--- src/rtl/irq_ctrl_n.sv ---
// irq_ctrl_n -- parametrised vectored interrupt controller.
//
// Latches up to N_IRQ requests (level or rising-edge per channel), masks them
// with the core's mie, picks the lowest eligible index, and presents it to the
// core as int_o / mcause_o. On the core's end-of-service strobe it pulses the
// matching int_fin_o bit for one cycle, then waits HOLDOFF idle cycles before
// the next dispatch.
//
// Ports:
//   clk_i      - system clock, rising edge
//   rst_i      - synchronous active-high reset
//   int_req_i  - raw requests from peripherals [N_IRQ-1:0]
//   mie_i      - core interrupt-enable mask, bits [N_IRQ-1:0] used
//   int_rst_i  - core end-of-service strobe
//   int_o      - interrupt request to the core
//   mcause_o   - cause of the current interrupt {1'b1, CAUSE_BASE+channel}
//   int_fin_o  - one-hot, one-cycle completion pulse to the serviced source

module irq_ctrl_n #(
    parameter int unsigned N_IRQ      = 16,
    parameter logic [31:0] EDGE_MASK  = 32'h0,
    parameter int unsigned CAUSE_BASE = 16,
    parameter int unsigned HOLDOFF    = 2
) (
    input  logic             clk_i,
    input  logic             rst_i,
    input  logic [N_IRQ-1:0] int_req_i,
    input  logic [31:0]      mie_i,
    input  logic             int_rst_i,
    output logic             int_o,
    output logic [31:0]      mcause_o,
    output logic [N_IRQ-1:0] int_fin_o
);

    typedef enum logic [1:0] {
        IDLE,
        ACTIVE,
        FIN,
        HOLD
    } state_t;

    localparam logic [N_IRQ-1:0] EDGE = EDGE_MASK[N_IRQ-1:0];

    state_t           state_q, state_d;
    logic [N_IRQ-1:0] pend_q, pend_d;
    logic [N_IRQ-1:0] prev_q;
    logic [N_IRQ-1:0] elig;
    logic [N_IRQ-1:0] cur_oh;
    logic [N_IRQ-1:0] clr;
    logic [4:0]       cur_q, cur_d;
    logic [4:0]       win;
    logic             found;
    logic [3:0]       cnt_q, cnt_d;
    logic [31:0]      mcause_q, mcause_d;

    generate
        if (N_IRQ < 32) begin : g_mie_tail
            logic unused_mie;
            assign unused_mie = ^mie_i[31:N_IRQ];
        end
    endgenerate

    assign elig = pend_q & mie_i[N_IRQ-1:0];

    // Fixed priority: lowest set index wins.
    always_comb begin
        win   = '0;
        found = 1'b0;
        for (int unsigned k = 0; k < N_IRQ; k++) begin
            if (elig[k] && !found) begin
                win   = 5'(k);
                found = 1'b1;
            end
        end
    end

    always_comb begin
        cur_oh = '0;
        for (int unsigned k = 0; k < N_IRQ; k++) begin
            cur_oh[k] = (cur_q == 5'(k));
        end
    end

    // Edge-pending bit of the serviced channel clears on the completion edge;
    // a rise on the same edge re-sets it so the new event is not lost.
    assign clr    = (state_q == ACTIVE && int_rst_i) ? cur_oh : '0;
    assign pend_d = (((pend_q & ~clr) | (int_req_i & ~prev_q)) & EDGE)
                  | (int_req_i & ~EDGE);

    always_comb begin
        state_d  = state_q;
        cur_d    = cur_q;
        cnt_d    = cnt_q;
        mcause_d = mcause_q;
        case (state_q)
            IDLE: begin
                if (found) begin
                    cur_d    = win;
                    mcause_d = {1'b1, 31'(CAUSE_BASE + 32'(win))};
                    state_d  = ACTIVE;
                end
            end
            ACTIVE: begin
                if (int_rst_i) begin
                    state_d = FIN;
                end
            end
            FIN: begin
                if (HOLDOFF == 0) begin
                    state_d = IDLE;
                end else begin
                    state_d = HOLD;
                    cnt_d   = 4'(HOLDOFF);
                end
            end
            HOLD: begin
                if (cnt_q <= 4'd1) begin
                    state_d = IDLE;
                    cnt_d   = '0;
                end else begin
                    cnt_d = cnt_q - 4'd1;
                end
            end
            default: state_d = IDLE;
        endcase
    end

    always_ff @(posedge clk_i) begin
        if (rst_i) begin
            state_q  <= IDLE;
            pend_q   <= '0;
            prev_q   <= '0;
            cur_q    <= '0;
            cnt_q    <= '0;
            mcause_q <= '0;
        end else begin
            state_q  <= state_d;
            pend_q   <= pend_d;
            prev_q   <= int_req_i;
            cur_q    <= cur_d;
            cnt_q    <= cnt_d;
            mcause_q <= mcause_d;
        end
    end

    assign int_o     = (state_q == ACTIVE);
    assign int_fin_o = (state_q == FIN) ? cur_oh : '0;
    assign mcause_o  = mcause_q;

endmodule

--- config.mk ---
export PLATFORM = sky130hd
export DESIGN_NAME = irq_ctrl_n
export DESIGN_NICKNAME = d
export VERILOG_FILES = /design/src/rtl/irq_ctrl_n.sv
export SDC_FILE = /design/constraint.sdc
export NUM_CORES = 1
export LEC_CHECK = 0
export CAP_MARGIN = 20
export CORE_MARGIN = 3
export CORE_UTILIZATION = 33
export DETAILED_ROUTE_END_ITERATION = 8
export PLACE_DENSITY_LB_ADDON = 0.3
export SYNTH_ARGS = -nofsm -noshare
export SYNTH_HDL_FRONTEND = slang
export SYNTH_SLANG_ARGS = --single-unit
--- constraint.sdc ---
create_clock -name clk_i -period 1.53 [get_ports clk_i]
set_clock_uncertainty 0.15 [all_clocks]
set_input_delay 0.306 -clock clk_i [delete_from_list [all_inputs] [get_ports clk_i]]
set_output_delay 0.306 -clock clk_i [all_outputs]
set_load 0.05 [all_outputs]
==> results.md <==
* Final Core Density at 69.14%
* Congestion Overflow GR at 0
* Most frequent cells after synthesis: buf_4 (28), dfxtp_1 (27), nor2_1 (21), nor2b_1 (18), nand2_1 (12)
* Post-route ant nets at 0
* Routability Congestion at 0.7386
* Fill count at 351
* Fin. max-slew vios at 0
* Initial antenna violation count at 0
* Reg area at 560.5 um2
* R2R setup slack at -120 ps
* Top area cells in the synthesized netlist: dfxtp_1 (34%), buf_4 (13%), nor2b_1 (7.1%), ha_1 (5.5%), nor2_1 (5.0%)
* # IOs at 100
* Iter 0 DRT Violations at 31
* Initial Util at 35.28%
* Status: complete, but fails checks
* Die height at 75.39 um
* Synthesized area per cell at 8.452 um2
* Required @ worst endpoint at 1070 ps
* First-pass GRT wire length at 6437 um
* Leak pwr at 1.266 nW
* Hold EP: state_q[1]$_SDFFE_PP0P_
* Worst skew pair latency at 270 ps
* Die area at 5684 um2
* Vias in the first global route at 1525
* Share of layout cells above drive strength 1 at 48.04%
* TritonCTS buffer count at 3
* Nature of the critical path startpoint: flip-flop
* WP buf/inv at 3
* Final hold slack at 372.0 ps
* Port bufs at 57
* HP Start: state_q[1]$_SDFFE_PP0P_
* Hold Path Class: reg -> reg
* Worst EP arrival at 1430 ps
* RSZ-0062 raised after global routing: true
* Die X at 75.39 um
* DP HPWL at 3067 um
* Sequential area share after synthesis at 34.02%
* Synth top area share at 34.02%
* Final net count at 340
* R2R Path Start: state_q[0]$_SDFFE_PP0P_
* Area post-placement at 2764 um2
* Clock-pin slew on the worst setup and hold paths at 90 ps
* Multi-input combinational cell area at 1276 um2
* Design area at 3114 um2
* Main flop type after synthesis: dfxtp_1
* Largest net degree at the start of global routing at 22
* Synthesis-stage register bit count at 27
* Setup ws final at -356.2 ps
* CP max FO at 5
* Max IR drop VDD at 0.6121 mV
* Mapped Area at 1589 um2
* Vias at 1566
* GRT Util Overall at 14.18%
* Critical path's slowest cell: dfxtp_2
* Crit path capture type: output port
* Hold path depth at 2
* Fin crit period at 1886 ps
* Max-cap violation count at 0
* Max Root-Sink Buffers at 2
* Fmax at 0.5302 GHz
* Hold Violations, Final at 0
* Synth area leader: dfxtp_1
* H-tree levels at 1
* Tcrit/Tclk final at 123.3%
* Ys async rst share at 0%
* Reg-to-reg endpoint: state_q[1]$_SDFFE_PP0P_
* Critical path, cell by cell: inv_2 -> ha_4 -> nand3_4 -> buf_4 -> nor2_4 -> buf_12
* Top cell family by delay on the critical path: buffers and inverters
* Synth warn at 0
* Row Count at 24
* Drt wl/cell at 12.69 um
* Most frequent cell after synthesis: buf_4
* Power per cell area at 1284 nW/um2
* Number of flops mapped to enable cells by yosys at 0
* Post-Route WL at 4226 um
* Endpoints failing setup at 20
* P&R area growth vs syn at 95.98%
* Drt drc at 0
* Critical path class: reg -> out
* CTS sink cnt at 27
* Drt first pass iters at 4
* CTS tree: built
* R2R cell count at 7
* Clock root cell: clkbuf_8
* Delay of the slowest cell on the worst path at 340 ps
* Synth unique cells at 37
* Violated checks: setup timing
* Core ar. at 4504 um2
* Via density per instance at 4.703
* Syn Inst Count at 188
* Ant diodes at 0
-- registers in the layout, indices dropped and copies added (netlist names) --
register  count
mcause_o      2
cur_q         3
cnt_q         4
state_q       2
pend_q       16
-- worst reg2reg max path, cell delays in order, from the launching register on --
cell and delay [ps]:
dfxtp_2 340, buf_4 130, buf_6 110, ha_4 170
o31ai_4 60, a21boi_4 260, mux2i_1 210, o311ai_1 110
-- final cells by class --
| class | count | share of cell area (%) |
|---|---|---|
| flip-flops and latches | 27 | 18.00 |
| multi-input cells | 145 | 40.98 |
| inverters | 10 | 1.366 |
| well taps | 52 | 2.089 |
| repair buffers | 95 | 36.12 |
| clock buffers | 4 | 1.446 |
-- logic make-up (layout without fill, tap and decap cells) --
family                     count (synthesis)  in the layout  share of synthesized area, %
buffers and inverters                     41            109                         16.30
muxes                                      2              2                         1.260
AOI/OAI and AO/OA                         36             36                         18.27
DFF                                       27             27                         34.02
other                                      1             26                        0.2360
adders and majority gates                  7              7                         5.512
and+or+nand+nor                           74             74                         24.41
-- what timing repair did --
| action | CTS | global route |
|---|---|---|
| setup endpoints to repair | 25 | 27 |
| buffers inserted | 6 | 10 |
| pin swaps | 29 | 27 |
| hold buffers | 0 | 0 |
| gates resized for setup | 42 | 27 |
-- how the worst max path moves through the flow --
stage                                  from                    end  slack [ps]  cells after the start
floorplan           state_q[0]$_SDFFE_PP0P_           int_fin_o[2]        -190                      4
global placement                  mie_i[12]  cur_q[0]$_SDFFE_PP0P_        -390                      6
detailed placement                mie_i[12]  cur_q[0]$_SDFFE_PP0P_        -420                      6
CTS                 state_q[0]$_SDFFE_PP0P_           int_fin_o[4]        -350                      5
global route        state_q[0]$_SDFFE_PP0P_          int_fin_o[12]        -410                      6
finish              state_q[0]$_SDFFE_PP0P_          int_fin_o[12]        -360                      6
-- power breakdown --
group | leakage [nW] | total, W | internal, W | switching (W)
clock | 0.0228 | 0.000405 | 0.000187 | 0.000218
combinational | 1.01 | 0.00256 | 0.00121 | 0.00135
sequential | 0.228 | 0.00103 | 0.000839 | 0.000192
-- metal layers --
layer	wire [um]	GRT usage [%]	vias to the layer above
li1	-	-	781
met1	1555	15.21	715
met2	2381	27.61	60
met3	204	3.034	10
met4	85	3.883	0
met5	0	0	-
-- per-stage QoR --
stage / power (W) / std cells / setup TNS, ps / setup slack [ps]
after floorplan: 0.002278 / 213 / -1037 / -185.4
after detailed placement: 0.003106 / 317 / -3396 / -420.3
after global placement: 0.003077 / 317 / -3065 / -386.5
final: 0.004000 / 333 / -5523 / -356.2
after global routing: 0.004197 / 333 / -6851 / -407.5
after CTS: 0.003731 / 326 / -5285 / -349.8
-- cells in the final DEF, fill, tap and decap left out, types with 5 or more instances in the layout --
master / Yosys / layout
buf_4: 28 / 31
conb_1: 1 / 26
buf_12: 0 / 25
nor2b_1: 18 / 18
clkdlybuf4s50_1: 0 / 18
dfxtp_1: 27 / 17
nor2_4: 0 / 14
dlygate4sd2_1: 0 / 12
nand2_1: 12 / 9
nor2_1: 21 / 7
dfxtp_2: 0 / 7
ha_4: 0 / 6
buf_6: 0 / 5
No activity file was read; power rests on OpenSTA's default activity.
